===== src/rtl/mem_stage_lsu_if.sv =====
// mem_stage_lsu_if: variable-latency data-memory bus between the MEM-stage LSU (master) and memory (slave).
interface mem_stage_lsu_if #(parameter int XLEN = 32);
  logic            dreq;
  logic            dwe;
  logic [XLEN-1:0] daddr;
  logic [3:0]      dbe;
  logic [XLEN-1:0] dwdata;
  logic            dgnt;
  logic            drvalid;
  logic [XLEN-1:0] drdata;
  modport master(output dreq, dwe, daddr, dbe, dwdata, input dgnt, drvalid, drdata);
  modport slave(input dreq, dwe, daddr, dbe, dwdata, output dgnt, drvalid, drdata);
endinterface


===== src/rtl/mem_stage_lsu.sv =====
// mem_stage_lsu: RV32I MEM-stage load/store unit; issues bus requests, stalls the pipe, aligns load data.
module mem_stage_lsu #(parameter int XLEN = 32) (
  input  logic            clk,
  input  logic            rst,
  input  logic            MemReadM,
  input  logic            MemWriteM,
  input  logic [2:0]      Funct3M,
  input  logic [XLEN-1:0] ALUResultM,
  input  logic [XLEN-1:0] WriteDataM,
  output logic [XLEN-1:0] ReadDataM,
  output logic            StallM,
  output logic            MisalignM,
  mem_stage_lsu_if.master bus
);
  typedef enum logic [1:0] {IDLE, REQ, RESP, DONE} state_t;
  state_t          state;
  logic [1:0]      addr_q;
  logic [2:0]      f3_q;
  logic [XLEN-1:0] rdata_q;
  logic            op, st, ld, legal, mis, bad, go, act;
  logic [1:0]      sz, a;
  logic [7:0]      lb;
  logic [15:0]     lh;
  logic [XLEN-1:0] ld_data;
  assign op    = MemReadM | MemWriteM;
  assign st    = MemWriteM;
  assign ld    = MemReadM & ~MemWriteM;
  assign sz    = Funct3M[1:0];
  assign a     = ALUResultM[1:0];
  // stores allow 000/001/010; loads additionally allow the unsigned 100/101
  assign legal = st ? (~Funct3M[2] & (sz != 2'd3)) : ((sz != 2'd3) & ~(Funct3M[2] & sz[1]));
  assign mis   = ((sz == 2'd1) & a[0]) | ((sz == 2'd2) & (a != 2'd0));
  assign bad   = op & (~legal | mis);
  assign go    = op & ~bad;
  // gating with rst makes the request drop the instant reset asserts
  assign act   = rst & go & ((state == IDLE) | (state == REQ));
  assign bus.dreq   = act;
  assign bus.dwe    = act & st;
  assign bus.daddr  = act ? {ALUResultM[XLEN-1:2], 2'b00} : '0;
  assign bus.dbe    = act ? ((sz == 2'd0) ? 4'b0001 << a : (sz == 2'd1) ? 4'b0011 << a : 4'b1111) : 4'b0000;
  assign bus.dwdata = act ? ((sz == 2'd0) ? {4{WriteDataM[7:0]}} : (sz == 2'd1) ? {2{WriteDataM[15:0]}} : WriteDataM) : '0;
  assign StallM     = rst & ((state == RESP) | (act & (ld | ~bus.dgnt)));
  assign MisalignM  = rst & bad & (state == IDLE);
  assign lb         = rdata_q[{addr_q, 3'b000} +: 8];
  assign lh         = rdata_q[{addr_q[1], 4'b0000} +: 16];
  assign ld_data    = (f3_q[1:0] == 2'd0) ? {{24{lb[7] & ~f3_q[2]}}, lb} :
                      (f3_q[1:0] == 2'd1) ? {{16{lh[15] & ~f3_q[2]}}, lh} : rdata_q;
  assign ReadDataM  = (rst && state == DONE) ? ld_data : '0;
  always_ff @(posedge clk or negedge rst) begin
    if (!rst) begin
      state   <= IDLE;
      addr_q  <= '0;
      f3_q    <= '0;
      rdata_q <= '0;
    end else begin
      case (state)
        IDLE: if (go) begin
          if (ld) begin
            addr_q <= a;
            f3_q   <= Funct3M;
          end
          state <= (ld & bus.dgnt) ? RESP : bus.dgnt ? IDLE : REQ;
        end
        REQ:  if (bus.dgnt) state <= ld ? RESP : IDLE;
        RESP: if (bus.drvalid) begin
          rdata_q <= bus.drdata;
          state   <= DONE;
        end
        default: state <= IDLE;
      endcase
    end
  end
endmodule


===== src/flat_wrapper.sv =====
// flat-port wrapper written by rule: the top's interface ports become plain ports
module mem_stage_lsu_flat 
#(parameter int XLEN = 32)
  (clk, rst, MemReadM, MemWriteM, Funct3M, ALUResultM, WriteDataM, ReadDataM, StallM, MisalignM, bus_dreq, bus_dwe, bus_daddr, bus_dbe, bus_dwdata, bus_dgnt, bus_drvalid, bus_drdata);
  mem_stage_lsu_if #(.XLEN(XLEN)) bus_i ();
  input  logic clk;
  input  logic rst;
  input  logic MemReadM;
  input  logic MemWriteM;
  input  logic [2:0] Funct3M;
  input  logic [XLEN-1:0] ALUResultM;
  input  logic [XLEN-1:0] WriteDataM;
  output logic [XLEN-1:0] ReadDataM;
  output logic StallM;
  output logic MisalignM;
  output wire logic [$bits(bus_i.dreq)-1:0] bus_dreq;
  output wire logic [$bits(bus_i.dwe)-1:0] bus_dwe;
  output wire logic [$bits(bus_i.daddr)-1:0] bus_daddr;
  output wire logic [$bits(bus_i.dbe)-1:0] bus_dbe;
  output wire logic [$bits(bus_i.dwdata)-1:0] bus_dwdata;
  input wire logic [$bits(bus_i.dgnt)-1:0] bus_dgnt;
  input wire logic [$bits(bus_i.drvalid)-1:0] bus_drvalid;
  input wire logic [$bits(bus_i.drdata)-1:0] bus_drdata;
  assign bus_dreq = bus_i.dreq;
  assign bus_dwe = bus_i.dwe;
  assign bus_daddr = bus_i.daddr;
  assign bus_dbe = bus_i.dbe;
  assign bus_dwdata = bus_i.dwdata;
  assign bus_i.dgnt = bus_dgnt;
  assign bus_i.drvalid = bus_drvalid;
  assign bus_i.drdata = bus_drdata;
  mem_stage_lsu #(.XLEN(XLEN)) u_core (.clk(clk), .rst(rst), .MemReadM(MemReadM), .MemWriteM(MemWriteM), .Funct3M(Funct3M), .ALUResultM(ALUResultM), .WriteDataM(WriteDataM), .ReadDataM(ReadDataM), .StallM(StallM), .MisalignM(MisalignM), .bus(bus_i));
endmodule

===== config.mk =====
export PLATFORM = sky130hd
export DESIGN_NAME = mem_stage_lsu_flat
export DESIGN_NICKNAME = d
export VERILOG_FILES = /design/src/rtl/mem_stage_lsu_if.sv /design/src/rtl/mem_stage_lsu.sv /design/src/flat_wrapper.sv
export SDC_FILE = /design/constraint.sdc
export NUM_CORES = 1
export LEC_CHECK = 0
export CAP_MARGIN = 40
export CORE_MARGIN = 2
export CORE_UTILIZATION = 41
export CTS_CLUSTER_DIAMETER = 30
export DETAILED_ROUTE_END_ITERATION = 7
export GPL_TIMING_DRIVEN = 1
export HOLD_SLACK_MARGIN = 0.06
export MAX_ROUTING_LAYER = met4
export PLACE_DENSITY_LB_ADDON = 0.2
export SYNTH_ARGS = -nofsm -noshare
export SYNTH_HDL_FRONTEND = slang
export SYNTH_SLANG_ARGS = --single-unit

===== constraint.sdc =====
create_clock -name clk -period 2.4 [get_ports clk]
set_input_delay 0.24 -clock clk [delete_from_list [all_inputs] [get_ports clk]]
set_output_delay 0.24 -clock clk [all_outputs]
set_load 0.005 [all_outputs]

==> impl_metrics.env, run 1 <==
export IMPL_clk_latency_ps=290
export IMPL_ys_types=41
export IMPL_ys_warn_count=0
export IMPL_critPathCaptureType="primary output"
export IMPL_core_um2=7807
export IMPL_drc=0
export IMPL_wl_um=13100
export IMPL_grt_pass1_wl_um=19190
export IMPL_dp_hpwl_um=10160
export IMPL_vias=3744
export IMPL_dieArea_um2=8899
export IMPL_antenna_found_initial=0
export IMPL_diodes=0
export IMPL_area_growth_pct=75.21
export IMPL_cts_tree="yes"
export IMPL_row_count=32
export IMPL_grt_usage_pct=28.83
export IMPL_globalRouteOverflowTotal=0
export IMPL_layout_drive_gt1_share_pct=19.56
export IMPL_die_x_um=94.34
export IMPL_cellPowerDensity_nw_per_um2=651.4
export IMPL_required_ps=2160
export IMPL_hold_viol=0
export IMPL_cts_max_level=2
export IMPL_start_kind="register"
export IMPL_numPortBuffers=206
export IMPL_grt_max_degree=34
export IMPL_ys_ff_latch=39
export IMPL_initial_utilization_pct=42.85
export IMPL_post_route_period_util_pct=99.66
export IMPL_viasPerCell=5.387
export IMPL_worst_path_max_fanout=16
export IMPL_ios=209
export IMPL_status="finished clean"
export IMPL_timing_fmax_ghz=0.4181
export IMPL_die_h_um=94.34
export IMPL_clkTransAtPathRegs_ps=80
export IMPL_setup_violations=0
export IMPL_drv_cap=0
export IMPL_stdcell_area_um2=5862
export IMPL_worstPathArrival_ps=2150
export IMPL_startpoint="u_core.addr_q[1]"
export IMPL_grt_pass1_vias=3659
export IMPL_finalNetCount=701
export IMPL_critPathKind="register to primary output"
export IMPL_timing_rr_start="u_core.state[1]"
export IMPL_placed_area_um2=5575
export IMPL_syn_inst=376
export IMPL_syn_area_um2=3346
export IMPL_drtIter0Drc=308
export IMPL_power_mw=3.819
export IMPL_clock_sinks=39
export IMPL_gp_congestion=0.9486
export IMPL_clk_path_buf_depth=2
export IMPL_synth_avg_cell_area_um2=8.898
export IMPL_slew_viol_final=0
export IMPL_clock_root_buffer="clkbuf_8"
export IMPL_final_antenna_net_count=0
export IMPL_post_route_min_period_ps=2392
export IMPL_cts_buffers=5
export IMPL_drtPass1Iterations=5
export IMPL_avgRoutedWirePerCell_um=18.85
export IMPL_hold_path_class="primary input to asynchronous set/reset pin"
export IMPL_synth_seq_area_share_pct=29.17
export IMPL_final_core_util_pct=75.08
export IMPL_vdd_drop_max_v=0.0005004
export IMPL_leakagePower_nw=2.963
export IMPL_clock_skew_ps=5.615
export IMPL_rsz0062_at_grt="yes"
==> state kept, by name, summed over array words and instances (netlist names) <==
register	flops
u_core.rdata_q	32
u_core.f3_q	3
u_core.addr_q	2
u_core.state	2
==> metal layers <==
layer  vias to the layer above  GRT usage [%]  share of wire (%)
met5                         -              -                  0
met4                         0          4.469               0.90
met3                        14          4.070                6.1
met2                       158          46.19                 48
met1                      1818          39.93                 45
li1                       1754              -                  -
==> critical path, cell delays in order (launching register included) <==
cell and delay, ps:
dfrtp_2 440, mux2i_2 350, nor3_2 100, o31ai_4 290, buf_12 180, a21oi_1 50, clkdlybuf4s50_1 460
==> Yosys cell counts, drive strengths merged <==
cell / count / share of area, %
o21ai: 9 / 1.3
inv: 27 / 3.0
buf: 26 / 5.3
nand3: 3 / 0.45
o21a: 1 / 0.26
nor4: 1 / 0.37
nand3b: 1 / 0.22
a221oi: 7 / 2.2
clkbuf: 8 / 0.93
ha: 4 / 1.5
a22o: 1 / 0.26
mux2: 36 / 12
o22ai: 16 / 3.0
and3: 2 / 0.37
mux4: 7 / 4.8
a21oi: 37 / 5.5
a211oi: 3 / 0.67
nor3b: 1 / 0.37
nand2: 13 / 1.5
nor2b: 13 / 2.4
or2: 1 / 0.19
o41ai: 1 / 0.82
o211ai: 1 / 0.22
mux2i: 20 / 6.5
nor3: 13 / 2.1
dfrtp: 39 / 29
a2111oi: 7 / 1.8
o31ai: 2 / 0.86
and2: 38 / 7.1
conb: 1 / 0.11
nor2: 36 / 4.0
nand2b: 1 / 0.41
==> power by group <==
group          total [mW]  internal [mW]  switching, mW
Combinational        1.87           1.02          0.847
Clock               0.569          0.336          0.232
Sequential           1.38          0.966          0.413
==> per-stage QoR <==
stage	hold WS, ps	instances	setup slack [ps]	TNS, ps
5_1_grt	103.9	695	-35.80	-113.4
4_1_cts	96.76	694	-25.78	-43.84
3_3_place_gp	263.0	681	-153.6	-6375
6_report	86.71	695	8.073	0
3_5_place_dp	265.3	681	-205.7	-9102
2_1_floorplan	-55.59	377	781.8	0
==> logic make-up after synthesis <==
family,count (synthesis),synth area share [%]
mux,63,23.41
buf+inv,61,9.274
flops,39,29.17
fa+ha+maj,4,1.496
other cells,1,0.1121
compound gates,85,17.02
simple gates,123,19.52
==> cells in the final DEF (no fill, tap or decap), types with 4 or more instances in the layout <==
cell	instances
nor2b_1	11
a2111oi_2	5
a21oi_1	34
mux2_2	36
inv_1	25
and2_1	38
o21ai_0	8
a221oi_1	4
dfrtp_1	38
o22ai_1	16
nor3_1	11
dlygate4sd2_1	46
dlymetal6s2s_1	20
buf_4	30
nand2_1	13
mux4_2	6
clkbuf_8	6
mux2i_1	18
clkdlybuf4s50_1	139
nor2_1	36
==> path summary, 6_finish.rpt <==
path	to	slack [ps]	cells after the start
hold reg to reg	u_core.rdata_q[13]	580	1
max in group asynchronous	u_core.f3_q[2]	1700	3
setup reg to reg	u_core.rdata_q[10]	760	4
hold / removal	u_core.rdata_q[1]	90	2
setup / recovery	ReadDataM[18]	8	6
min in group clk	u_core.addr_q[1]	470	4
==> what timing repair did <==
item                                    4_1_cts  5_1_grt
hold buffers                                  1        0
pin swaps                                     2        1
endpoints found under the setup margin       99       52
cloned                                        1        0
setup buffers                                 3        1
hold endpoints to repair                      8        0
resized for setup                            67       27
==> layout make-up <==
cell class	count	area (um2)
clock buffers	6	82.58
clock inverters	2	35.03
fillers	573	1946
inverters	27	101.3
multi-input cells	277	2150
flip-flops and latches	39	977.2
well taps	102	127.6
repair buffers	242	2389
Note: power is estimated with default switching activity, not from simulation.
==> inputs of run 2 (changes only) <==
--- a/config.mk
+++ b/config.mk
@@ -6,6 +6,7 @@
 export NUM_CORES = 1
 export LEC_CHECK = 0
 export CAP_MARGIN = 40
+export CORE_ASPECT_RATIO = 1.4
 export CORE_MARGIN = 2
 export CORE_UTILIZATION = 41
 export CTS_CLUSTER_DIAMETER = 30
==> impl_metrics.env, run 2 (synthesized netlist as in run 1, its figures left out) <==
export IMPL_start_kind="primary input"
export IMPL_wl_um=11800
export IMPL_drtPass1Iterations=4
export IMPL_clkTransAtPathRegs_ps=50
export IMPL_die_h_um=110.9
export IMPL_final_antenna_net_count=0
export IMPL_finalNetCount=702
export IMPL_cp_buffers_inverters=5
export IMPL_clk_path_buf_depth=2
export IMPL_cts_tree="yes"
export IMPL_grt_pass1_vias=3883
export IMPL_setup_tns_ps=0
export IMPL_timing_fmax_ghz=0.4308
export IMPL_critPathMaxStageDelay_ps=480
export IMPL_fin_cells=696
export IMPL_dieArea_um2=8909
export IMPL_largestRegisters="u_core.rdata_q (32), u_core.f3_q (3)"
export IMPL_multi_input_area_um2=2140
export IMPL_rsz0062_at_grt="yes"
export IMPL_layout_drive_gt1_share_pct=18.52
export IMPL_rr_worst_depth=4
export IMPL_top_register="u_core.rdata_q"
export IMPL_clk_latency_ps=280
export IMPL_drv_cap=0
export IMPL_r2r_end="u_core.rdata_q[7]"
export IMPL_hold_viol=0
export IMPL_status="finished clean"
export IMPL_area_growth_pct=75.47
export IMPL_hold_path_class="primary input to asynchronous set/reset pin"
export IMPL_grt_max_degree=44
export IMPL_r2r_slack_ps=770
export IMPL_clock_root_buffer="clkbuf_16"
export IMPL_row_count=39
export IMPL_post_place_ws_ps=-203.9
export IMPL_viasPerCell=5.325
export IMPL_mostFrequentLayoutCells="clkdlybuf4s50_1 (118), dlygate4sd2_1 (72), and2_1 (38), dfrtp_1 (38), a21oi_1 (37)"
export IMPL_numPortBuffers=206
export IMPL_worst_path_max_fanout=24
export IMPL_critPathKind="primary input to primary output"
export IMPL_grt_usage_pct=27.14
export IMPL_worstPathArrival_ps=2080
export IMPL_power_mw=3.856
export IMPL_largest_reg_flops=32
export IMPL_post_route_period_util_pct=96.71
export IMPL_critPathCaptureType="primary output"
export IMPL_cts_max_level=2
export IMPL_grt_pass1_wl_um=18520
export IMPL_timing_rr_start="u_core.state[1]"
export IMPL_globalRouteOverflowTotal=0
export IMPL_cellPowerDensity_nw_per_um2=656.8
export IMPL_vias=3706
export IMPL_dp_cells=677
export IMPL_leakagePower_nw=3.002
export IMPL_hold_slack_ps=99.06
export IMPL_drc=0
export IMPL_seq_area_um2=977.2
export IMPL_slew_viol_final=0
export IMPL_clock_skew_ps=5.002
export IMPL_cp_top_family="buffers and inverters"
export IMPL_layout_commonest_cell="clkdlybuf4s50_1"
export IMPL_crit_slowest_cell="clkdlybuf4s50_1"
export IMPL_diodes=0
export IMPL_worstPathCellList="clkdlybuf4s50_1 -> inv_1 -> ha_2 -> nor2b_2 -> o21a_2 -> nand3_4 -> inv_2 -> buf_8 -> and2_1 -> dlygate4sd2_1"
export IMPL_fin_ws_ps=78.87
export IMPL_cts_buffers=5
export IMPL_post_route_min_period_ps=2321
export IMPL_ios=209
export IMPL_die_x_um=80.35
export IMPL_setup_violations=0
export IMPL_vdd_drop_max_v=0.0003868
export IMPL_drtIter0Drc=128
export IMPL_antenna_found_initial=0
export IMPL_required_ps=2160
export IMPL_initial_utilization_pct=41.55
export IMPL_core_um2=8051
export IMPL_clock_sinks=39
export IMPL_fill_cells=648
export IMPL_gp_congestion=0.8347
export IMPL_avgRoutedWirePerCell_um=16.95
export IMPL_dp_hpwl_um=8937
[run 2: power by group]
group	internal (mW)	switching, mW	leakage [nW]	total (mW)
sequential	0.969	0.360	0.470	1.33
combinational	1.05	0.851	2.46	1.90
clock	0.383	0.239	0.0679	0.622
total	2.41	1.45	3.00	3.86
[run 2: cell type report]
class,count,area share [%]
clock buffers,7,2.259
multi-input cells,277,36.44
well taps,102,2.174
flip-flops and latches,39,16.65
repair buffers,243,40.66
clock inverters,1,0.08525
inverters,27,1.726
[run 2: repair_timing]
item,in CTS,in global routing
resized for setup,102,16
pin swaps,0,1
buffers inserted,5,4
hold endpoints to repair,10,0
hold buffers,1,0
setup endpoints to repair,99,44
gates cloned,0,1
[run 2: worst max path at each step]
| stage | startpoint | endpoint | slack (ps) | cells past startpoint |
|---|---|---|---|---|
| 3_5_place_dp | ALUResultM[1] | bus_daddr[2] | -200 | 10 |
| 5_1_grt | u_core.addr_q[1] | ReadDataM[2] | -9 | 6 |
| 2_1_floorplan | ALUResultM[0] | bus_daddr[12] | 780 | 9 |
| 6_report | ALUResultM[1] | bus_daddr[27] | 80 | 10 |
| 3_3_place_gp | ALUResultM[0] | bus_dwdata[5] | -150 | 10 |
| 4_1_cts | u_core.addr_q[1] | ReadDataM[15] | -30 | 6 |
[run 2: metal layers]
layer	track usage [%]	vias to the layer above	wire, um
met5	-	-	0
li1	-	1757	-
met2	48.17	183	6332
met1	28.60	1744	4196
met4	9.718	0	284
met3	6.596	22	985
[run 2: per-stage QoR]
step / utilization (%) / area, um2
floorplan: - / 3349
global placement: 69.34 / 5583
detailed placement: 69.34 / 5583
CTS: 71.76 / 5778
global route: 72.91 / 5871
finish: 72.91 / 5871
